<file path="config.mk">
export PLATFORM = sky130hd
export DESIGN_NAME = sram_bus_arbiter_flat
export DESIGN_NICKNAME = d
export VERILOG_FILES = /design/src/rtl/sram_bus_arbiter_if.sv /design/src/rtl/sram_bus_arbiter.sv /design/src/flat_wrapper.sv
export SDC_FILE = /design/constraint.sdc
export NUM_CORES = 1
export LEC_CHECK = 0
export ABC_AREA = 1
export BUFFER_PORTS_ARGS = -buffer_cell sky130_fd_sc_hd__buf_2
export CAP_MARGIN = 5
export CORE_AREA = 2 2 108 110
export DETAILED_ROUTE_END_ITERATION = 10
export DIE_AREA = 0 0 110 112
export PLACE_DENSITY = 0.7
export SYNTH_ARGS = -nofsm -noshare
export SYNTH_HDL_FRONTEND = slang
export SYNTH_SLANG_ARGS = --single-unit
</file>
<file path="constraint.sdc">
create_clock -name clk -period 2.7 [get_ports clk]
set_input_delay 0.405 -clock clk [delete_from_list [all_inputs] [get_ports clk]]
set_output_delay 0.405 -clock clk [all_outputs]
set_load 0.1 [all_outputs]
</file>
<file path="src/rtl/sram_bus_arbiter_if.sv">
// Signal bundle between the IF/MEM memory ports, the arbiter and the shared SRAM-like bus.
// The arbiter connects through the master modport; the pipeline/bus-slave side uses slave.
interface sram_bus_arbiter_if;
    logic        inst_req;
    logic [31:0] inst_addr;
    logic        inst_addr_ok;
    logic        inst_data_ok;
    logic [31:0] inst_rdata;

    logic        data_req;
    logic        data_wr;
    logic [1:0]  data_size;
    logic [3:0]  data_wstrb;
    logic [31:0] data_addr;
    logic [31:0] data_wdata;
    logic        data_addr_ok;
    logic        data_data_ok;
    logic [31:0] data_rdata;

    logic        bus_req;
    logic        bus_wr;
    logic [1:0]  bus_size;
    logic [3:0]  bus_wstrb;
    logic [31:0] bus_addr;
    logic [31:0] bus_wdata;
    logic        bus_addr_ok;
    logic        bus_data_ok;
    logic [31:0] bus_rdata;

    logic        stallreq_mem;

    modport master (
        input  inst_req, inst_addr,
        output inst_addr_ok, inst_data_ok, inst_rdata,
        input  data_req, data_wr, data_size, data_wstrb, data_addr, data_wdata,
        output data_addr_ok, data_data_ok, data_rdata,
        output bus_req, bus_wr, bus_size, bus_wstrb, bus_addr, bus_wdata,
        input  bus_addr_ok, bus_data_ok, bus_rdata,
        output stallreq_mem
    );

    modport slave (
        output inst_req, inst_addr,
        input  inst_addr_ok, inst_data_ok, inst_rdata,
        output data_req, data_wr, data_size, data_wstrb, data_addr, data_wdata,
        input  data_addr_ok, data_data_ok, data_rdata,
        input  bus_req, bus_wr, bus_size, bus_wstrb, bus_addr, bus_wdata,
        output bus_addr_ok, bus_data_ok, bus_rdata,
        input  stallreq_mem
    );
endinterface

</file>
<file path="src/rtl/sram_bus_arbiter.sv">
// Two-port (IF/MEM) arbiter onto a single SRAM-like bus, one transaction in flight at most.
// Define ARB_RR_EN for round-robin grant; otherwise data has fixed priority over inst.
module sram_bus_arbiter (
    input  logic clk,
    input  logic resetn,
    sram_bus_arbiter_if.master port
);
    typedef enum logic [1:0] {IDLE, ADDR, DATA} state_t;

    state_t      state;
    state_t      state_next;
    logic        owner;
    logic        accept;
    logic        grant_inst;
    logic        grant_data;
    logic        grant_any;

    logic        wr_q;
    logic [1:0]  size_q;
    logic [3:0]  wstrb_q;
    logic [31:0] addr_q;
    logic [31:0] wdata_q;

`ifdef ARB_RR_EN
    logic last_grant;

    // On a tie the requester that was not served last wins; last_grant = 1 means data.
    always_comb begin
        grant_data = port.data_req & (~port.inst_req | ~last_grant);
        grant_inst = port.inst_req & ~grant_data;
    end

    always_ff @(posedge clk or negedge resetn) begin
        if (!resetn) begin
            last_grant <= 1'b1;
        end else if (accept) begin
            last_grant <= grant_data;
        end
    end
`else
    always_comb begin
        grant_data = port.data_req;
        grant_inst = port.inst_req & ~port.data_req;
    end
`endif

    assign grant_any = grant_inst | grant_data;

    always_comb begin
        state_next        = state;
        accept            = 1'b0;
        port.inst_addr_ok = 1'b0;
        port.data_addr_ok = 1'b0;
        port.inst_data_ok = 1'b0;
        port.data_data_ok = 1'b0;
        case (state)
            IDLE: begin
                if (grant_any) begin
                    accept            = 1'b1;
                    port.inst_addr_ok = grant_inst;
                    port.data_addr_ok = grant_data;
                    state_next        = ADDR;
                end
            end
            ADDR: begin
                if (port.bus_addr_ok) begin
                    state_next = DATA;
                end
            end
            DATA: begin
                // The response is steered only to the owner; the other side never sees data_ok.
                if (port.bus_data_ok) begin
                    port.inst_data_ok = ~owner;
                    port.data_data_ok = owner;
                    state_next        = IDLE;
                end
            end
            default: begin
                state_next = IDLE;
            end
        endcase
    end

    always_ff @(posedge clk or negedge resetn) begin
        if (!resetn) begin
            state   <= IDLE;
            owner   <= 1'b0;
            wr_q    <= 1'b0;
            size_q  <= 2'd0;
            wstrb_q <= 4'd0;
            addr_q  <= 32'd0;
            wdata_q <= 32'd0;
        end else begin
            state <= state_next;
            if (accept) begin
                owner <= grant_data;
                if (grant_data) begin
                    wr_q    <= port.data_wr;
                    size_q  <= port.data_size;
                    wstrb_q <= port.data_wr ? port.data_wstrb : 4'd0;
                    addr_q  <= port.data_addr;
                    wdata_q <= port.data_wdata;
                end else begin
                    // Instruction fetches are always word-sized loads.
                    wr_q    <= 1'b0;
                    size_q  <= 2'd2;
                    wstrb_q <= 4'd0;
                    addr_q  <= port.inst_addr;
                    wdata_q <= 32'd0;
                end
            end
        end
    end

    // bus_req decodes straight from state so an asynchronous reset drops it immediately.
    assign port.bus_req      = (state == ADDR);
    assign port.bus_wr       = wr_q;
    assign port.bus_size     = size_q;
    assign port.bus_wstrb    = wstrb_q;
    assign port.bus_addr     = addr_q;
    assign port.bus_wdata    = wdata_q;

    assign port.inst_rdata   = port.bus_rdata;
    assign port.data_rdata   = port.bus_rdata;

    assign port.stallreq_mem = port.data_req | (owner & (state != IDLE));

endmodule

</file>
<file path="src/flat_wrapper.sv">
// flat-port wrapper written by rule: the top's interface ports become plain ports
module sram_bus_arbiter_flat 
  (clk, resetn, port_inst_req, port_inst_addr, port_inst_addr_ok, port_inst_data_ok, port_inst_rdata, port_data_req, port_data_wr, port_data_size, port_data_wstrb, port_data_addr, port_data_wdata, port_data_addr_ok, port_data_data_ok, port_data_rdata, port_bus_req, port_bus_wr, port_bus_size, port_bus_wstrb, port_bus_addr, port_bus_wdata, port_bus_addr_ok, port_bus_data_ok, port_bus_rdata, port_stallreq_mem);
  sram_bus_arbiter_if port_i ();
  input  logic clk;
  input  logic resetn;
  input wire logic [$bits(port_i.inst_req)-1:0] port_inst_req;
  input wire logic [$bits(port_i.inst_addr)-1:0] port_inst_addr;
  output wire logic [$bits(port_i.inst_addr_ok)-1:0] port_inst_addr_ok;
  output wire logic [$bits(port_i.inst_data_ok)-1:0] port_inst_data_ok;
  output wire logic [$bits(port_i.inst_rdata)-1:0] port_inst_rdata;
  input wire logic [$bits(port_i.data_req)-1:0] port_data_req;
  input wire logic [$bits(port_i.data_wr)-1:0] port_data_wr;
  input wire logic [$bits(port_i.data_size)-1:0] port_data_size;
  input wire logic [$bits(port_i.data_wstrb)-1:0] port_data_wstrb;
  input wire logic [$bits(port_i.data_addr)-1:0] port_data_addr;
  input wire logic [$bits(port_i.data_wdata)-1:0] port_data_wdata;
  output wire logic [$bits(port_i.data_addr_ok)-1:0] port_data_addr_ok;
  output wire logic [$bits(port_i.data_data_ok)-1:0] port_data_data_ok;
  output wire logic [$bits(port_i.data_rdata)-1:0] port_data_rdata;
  output wire logic [$bits(port_i.bus_req)-1:0] port_bus_req;
  output wire logic [$bits(port_i.bus_wr)-1:0] port_bus_wr;
  output wire logic [$bits(port_i.bus_size)-1:0] port_bus_size;
  output wire logic [$bits(port_i.bus_wstrb)-1:0] port_bus_wstrb;
  output wire logic [$bits(port_i.bus_addr)-1:0] port_bus_addr;
  output wire logic [$bits(port_i.bus_wdata)-1:0] port_bus_wdata;
  input wire logic [$bits(port_i.bus_addr_ok)-1:0] port_bus_addr_ok;
  input wire logic [$bits(port_i.bus_data_ok)-1:0] port_bus_data_ok;
  input wire logic [$bits(port_i.bus_rdata)-1:0] port_bus_rdata;
  output wire logic [$bits(port_i.stallreq_mem)-1:0] port_stallreq_mem;
  assign port_i.inst_req = port_inst_req;
  assign port_i.inst_addr = port_inst_addr;
  assign port_inst_addr_ok = port_i.inst_addr_ok;
  assign port_inst_data_ok = port_i.inst_data_ok;
  assign port_inst_rdata = port_i.inst_rdata;
  assign port_i.data_req = port_data_req;
  assign port_i.data_wr = port_data_wr;
  assign port_i.data_size = port_data_size;
  assign port_i.data_wstrb = port_data_wstrb;
  assign port_i.data_addr = port_data_addr;
  assign port_i.data_wdata = port_data_wdata;
  assign port_data_addr_ok = port_i.data_addr_ok;
  assign port_data_data_ok = port_i.data_data_ok;
  assign port_data_rdata = port_i.data_rdata;
  assign port_bus_req = port_i.bus_req;
  assign port_bus_wr = port_i.bus_wr;
  assign port_bus_size = port_i.bus_size;
  assign port_bus_wstrb = port_i.bus_wstrb;
  assign port_bus_addr = port_i.bus_addr;
  assign port_bus_wdata = port_i.bus_wdata;
  assign port_i.bus_addr_ok = port_bus_addr_ok;
  assign port_i.bus_data_ok = port_bus_data_ok;
  assign port_i.bus_rdata = port_bus_rdata;
  assign port_stallreq_mem = port_i.stallreq_mem;
  sram_bus_arbiter u_core (.clk(clk), .resetn(resetn), .port(port_i));
endmodule
</file>
==> run summary <==
The post-cts hold buffer count came out at 0. The die outline area came out at between 10000 and 15000 sq um. The type of element launching the critical path is a register. The synthesized netlist net count is roughly 640.

In the routed design, unresolved DRC markers number 0. Counting cells, the worst reg-to-reg path comes to 5. In this run, placement finished with an instance count of 745. The wire length after detailed routing came out at just under 10 mm. The top cell types in the final layout, fill and taps aside, are 276 x nand2_1, 182 x buf_2, 74 x dfrtp_1.

Once detail routing completed, the nets flagged for antenna violations numbered 0. The average cell area after synthesis is between 7 and 8 sq um. The number of instances resized during post-cts repair came out at 0. Synthesis inferred 74 register bits. The clock transition at the register clock pins on the worst setup and hold paths after CTS came out at around 60 ps. The count of max-cap constraint violations came out at 0.

The root buffer cell chosen for the clock tree is clkbuf_16. The clock net sink count came out at between 70 and 80. The share of layout cells above drive strength 1 came out at approximately 34%. Setup slack on the worst reg-to-reg path comes out at between 1000 and 1500 ps. The total number of vias is 3355.

The critical path data required time is 2300 ps. On the worst path, the slowest cell contributes a delay of about 470 ps. The via count of the first global-routing pass is between 3000 and 4000.

In this run the vertical extent of the chip is 112 um. In the final design database the tool counted ~750 nets. The most common cell after layout, fill and taps aside is nand2_1. Walking the worst path, the cells encountered are inv_1 -> nand2_1 -> nor3_1 -> buf_2. The share of the clock period used by the worst path after layout came out at between 70% and 80%. Along the worst path, the maximum fanout reaches 3.

The clock tree from TritonCTS is yes. The highest clock rate is around 0.5 GHz. Detailed placement finished with a half-perimeter wire length of 7.19 mm.

The critical path data arrival time came out at between 1500 and 2000 ps. The number of failing hold endpoints at the final stage came to 0. Setup violations remaining at the end of the flow were counted as 0.

In this run, distinct cell masters in the synthesized netlist total 15. The min-delay analysis places its worst path in the category in2async. The number of antenna diodes in the final layout is 0. Compared with the post-synthesis result, the final layout area differs by 23.2%. Setup repair after global routing left no endpoint under its margin.

The final period demand of the worst path is ~2000 ps. The worst slew margin relative to its limit came out at 38.5%. Excluding fillers, the count of instances in the completed layout stands at ~760. In this run the critical register-to-register path is launched from u_core.state[0]. roughly 280 I/O pins were placed. The first global-routing pass estimated 15.6 mm of wire. The Yosys step of the flow raised 0 warnings.

The final standard cell area without fillers came out at 4720 sq um. The total routing usage reported by global routing came out at about 16%. The final weighted congestion of routability-driven global placement is about 0.75.

The total global routing overflow is 0. The initial standard-cell utilization of the core is 34.3%. The worst setup skew after layout came out at 3.87 ps. The run finished with clean final reports. The number of antenna violations at the first check in global routing is 0. The clock buffer count from CTS is 9. The post-synthesis cell area is roughly 3800 sq um. The total cell area at the placement stage is roughly 4400 sq um. The longest clock path from root to sink contains 2 buffers.

The worst setup path is captured at an output pin. The endpoint identified for the worst register-to-register timing path is u_core.port.bus_addr[10]. The cell at the slowest stage of the critical path is buf_2. The first TritonRoute pass finished after 4 iterations. The routed wirelength normalized by instance count is between 10 and 15 um.

The width of the die came out at between 100 and 150 um. The max-slew violation count is 0. Buffers placed on the I/O ports in this run total between 150 and 200. The sequential-to-total area share from yosys stat is roughly half. The count of buffers added by post-CTS timing repair for setup came out at 0. The placeable core region is 11200 sq um. After the first detailed-routing iteration, the DRC count stood at approximately 100. The level count of the clock H-tree is 3. The pin count of the biggest net entering global routing is 75.

In this run the core area contains 39 standard-cell rows. The clock reaches the later pin of the worst-skew pair after between 300 and 400 ps. For the pin with the worst max-slew slack, the measured transition is 923 ps. The gate count of the mapped netlist is 500. The worst setup path is of the reg2out kind. The via density per instance came out at roughly 4.4.
[cells by family (layout without fill, tap and decap cells)]
logic type / after synthesis / count (layout) / share of synthesized area (%)
AOI/OAI and AO/OA: 3 / 3 / 0.392
DFF: 74 / 74 / 48.4
buffers and inverters: 98 / 216 / 17.3
and+or+nand+nor: 325 / 325 / 33.9
[final cells by class]
class | instances | area (sq um)
clock buffers | 10 | 239
clock inverters | 6 | 90.1
fillers | 1189 | 6460
inverters | 9 | 33.8
multi-input cells | 328 | 1320
flip-flops and latches | 74 | 1850
well taps | 143 | 179
repair buffers | 191 | 1000
[flip-flops by register name (all words and copies together), names as in the netlist]
name                   flops
u_core.owner               1
u_core.port.bus_addr      32
u_core.port.bus_size       2
u_core.port.bus_wdata     32
u_core.port.bus_wr         1
u_core.port.bus_wstrb      4
u_core.state               2
[stage by stage]
stage	utilization [%]	worst slack, ps	hold slack [ps]	setup TNS (ps)
after floorplan	-	-317	109	-634
after global placement	39.3	744	449	0
after detailed placement	39.3	692	454	0
after CTS	42.2	666	253	0
after global routing	42.2	577	266	0
final	42.2	687	228	0
[cells in the mapped netlist]
library cell  number  area share (%)
nor2_4             2            0.59
nand2_1          276              27
nand3_1           36             4.7
nor2_1             2            0.20
inv_1              8            0.78
dfrtp_1           74              48
inv_2              1           0.098
nand2_2            2            0.33
buf_2             11             1.4
nand4_1            4            0.65
nor3_1             3            0.39
o21ai_0            1            0.13
clkbuf_1           3            0.29
o21ai_1            2            0.26
buf_4             75              15
[critical path, delay by kind of cell (launching register included)]
| kind | cells | cell delay, ps |
|---|---|---|
| buffers and inverters | 2 | 590 |
| AND/OR/NAND/NOR | 2 | 280 |
| flip-flops | 1 | 420 |
[how the worst max path moves through the flow]
stage	depth (start not counted)	end	start
5_1_grt	4	port_inst_data_ok	u_core.state[0]
6_report	4	port_data_data_ok	u_core.state[0]
3_3_place_gp	5	u_core.port.bus_addr[10]	port_data_req
4_1_cts	4	port_data_data_ok	u_core.state[0]
2_1_floorplan	3	port_data_data_ok	u_core.state[0]
3_5_place_dp	5	u_core.port.bus_addr[10]	port_data_req
[per-layer routing]
metal  vias to the layer above  GRT usage, %  wire, um
li1                       1691             -         -
met1                      1471          18.3      3990
met2                       162          27.4      4650
met3                        31          4.27       803
met4                         0          8.69       353
met5                         -             0         0
Power is not shown: default switching activity piles up to over one toggle a cycle in this logic, so the estimate is an artifact.
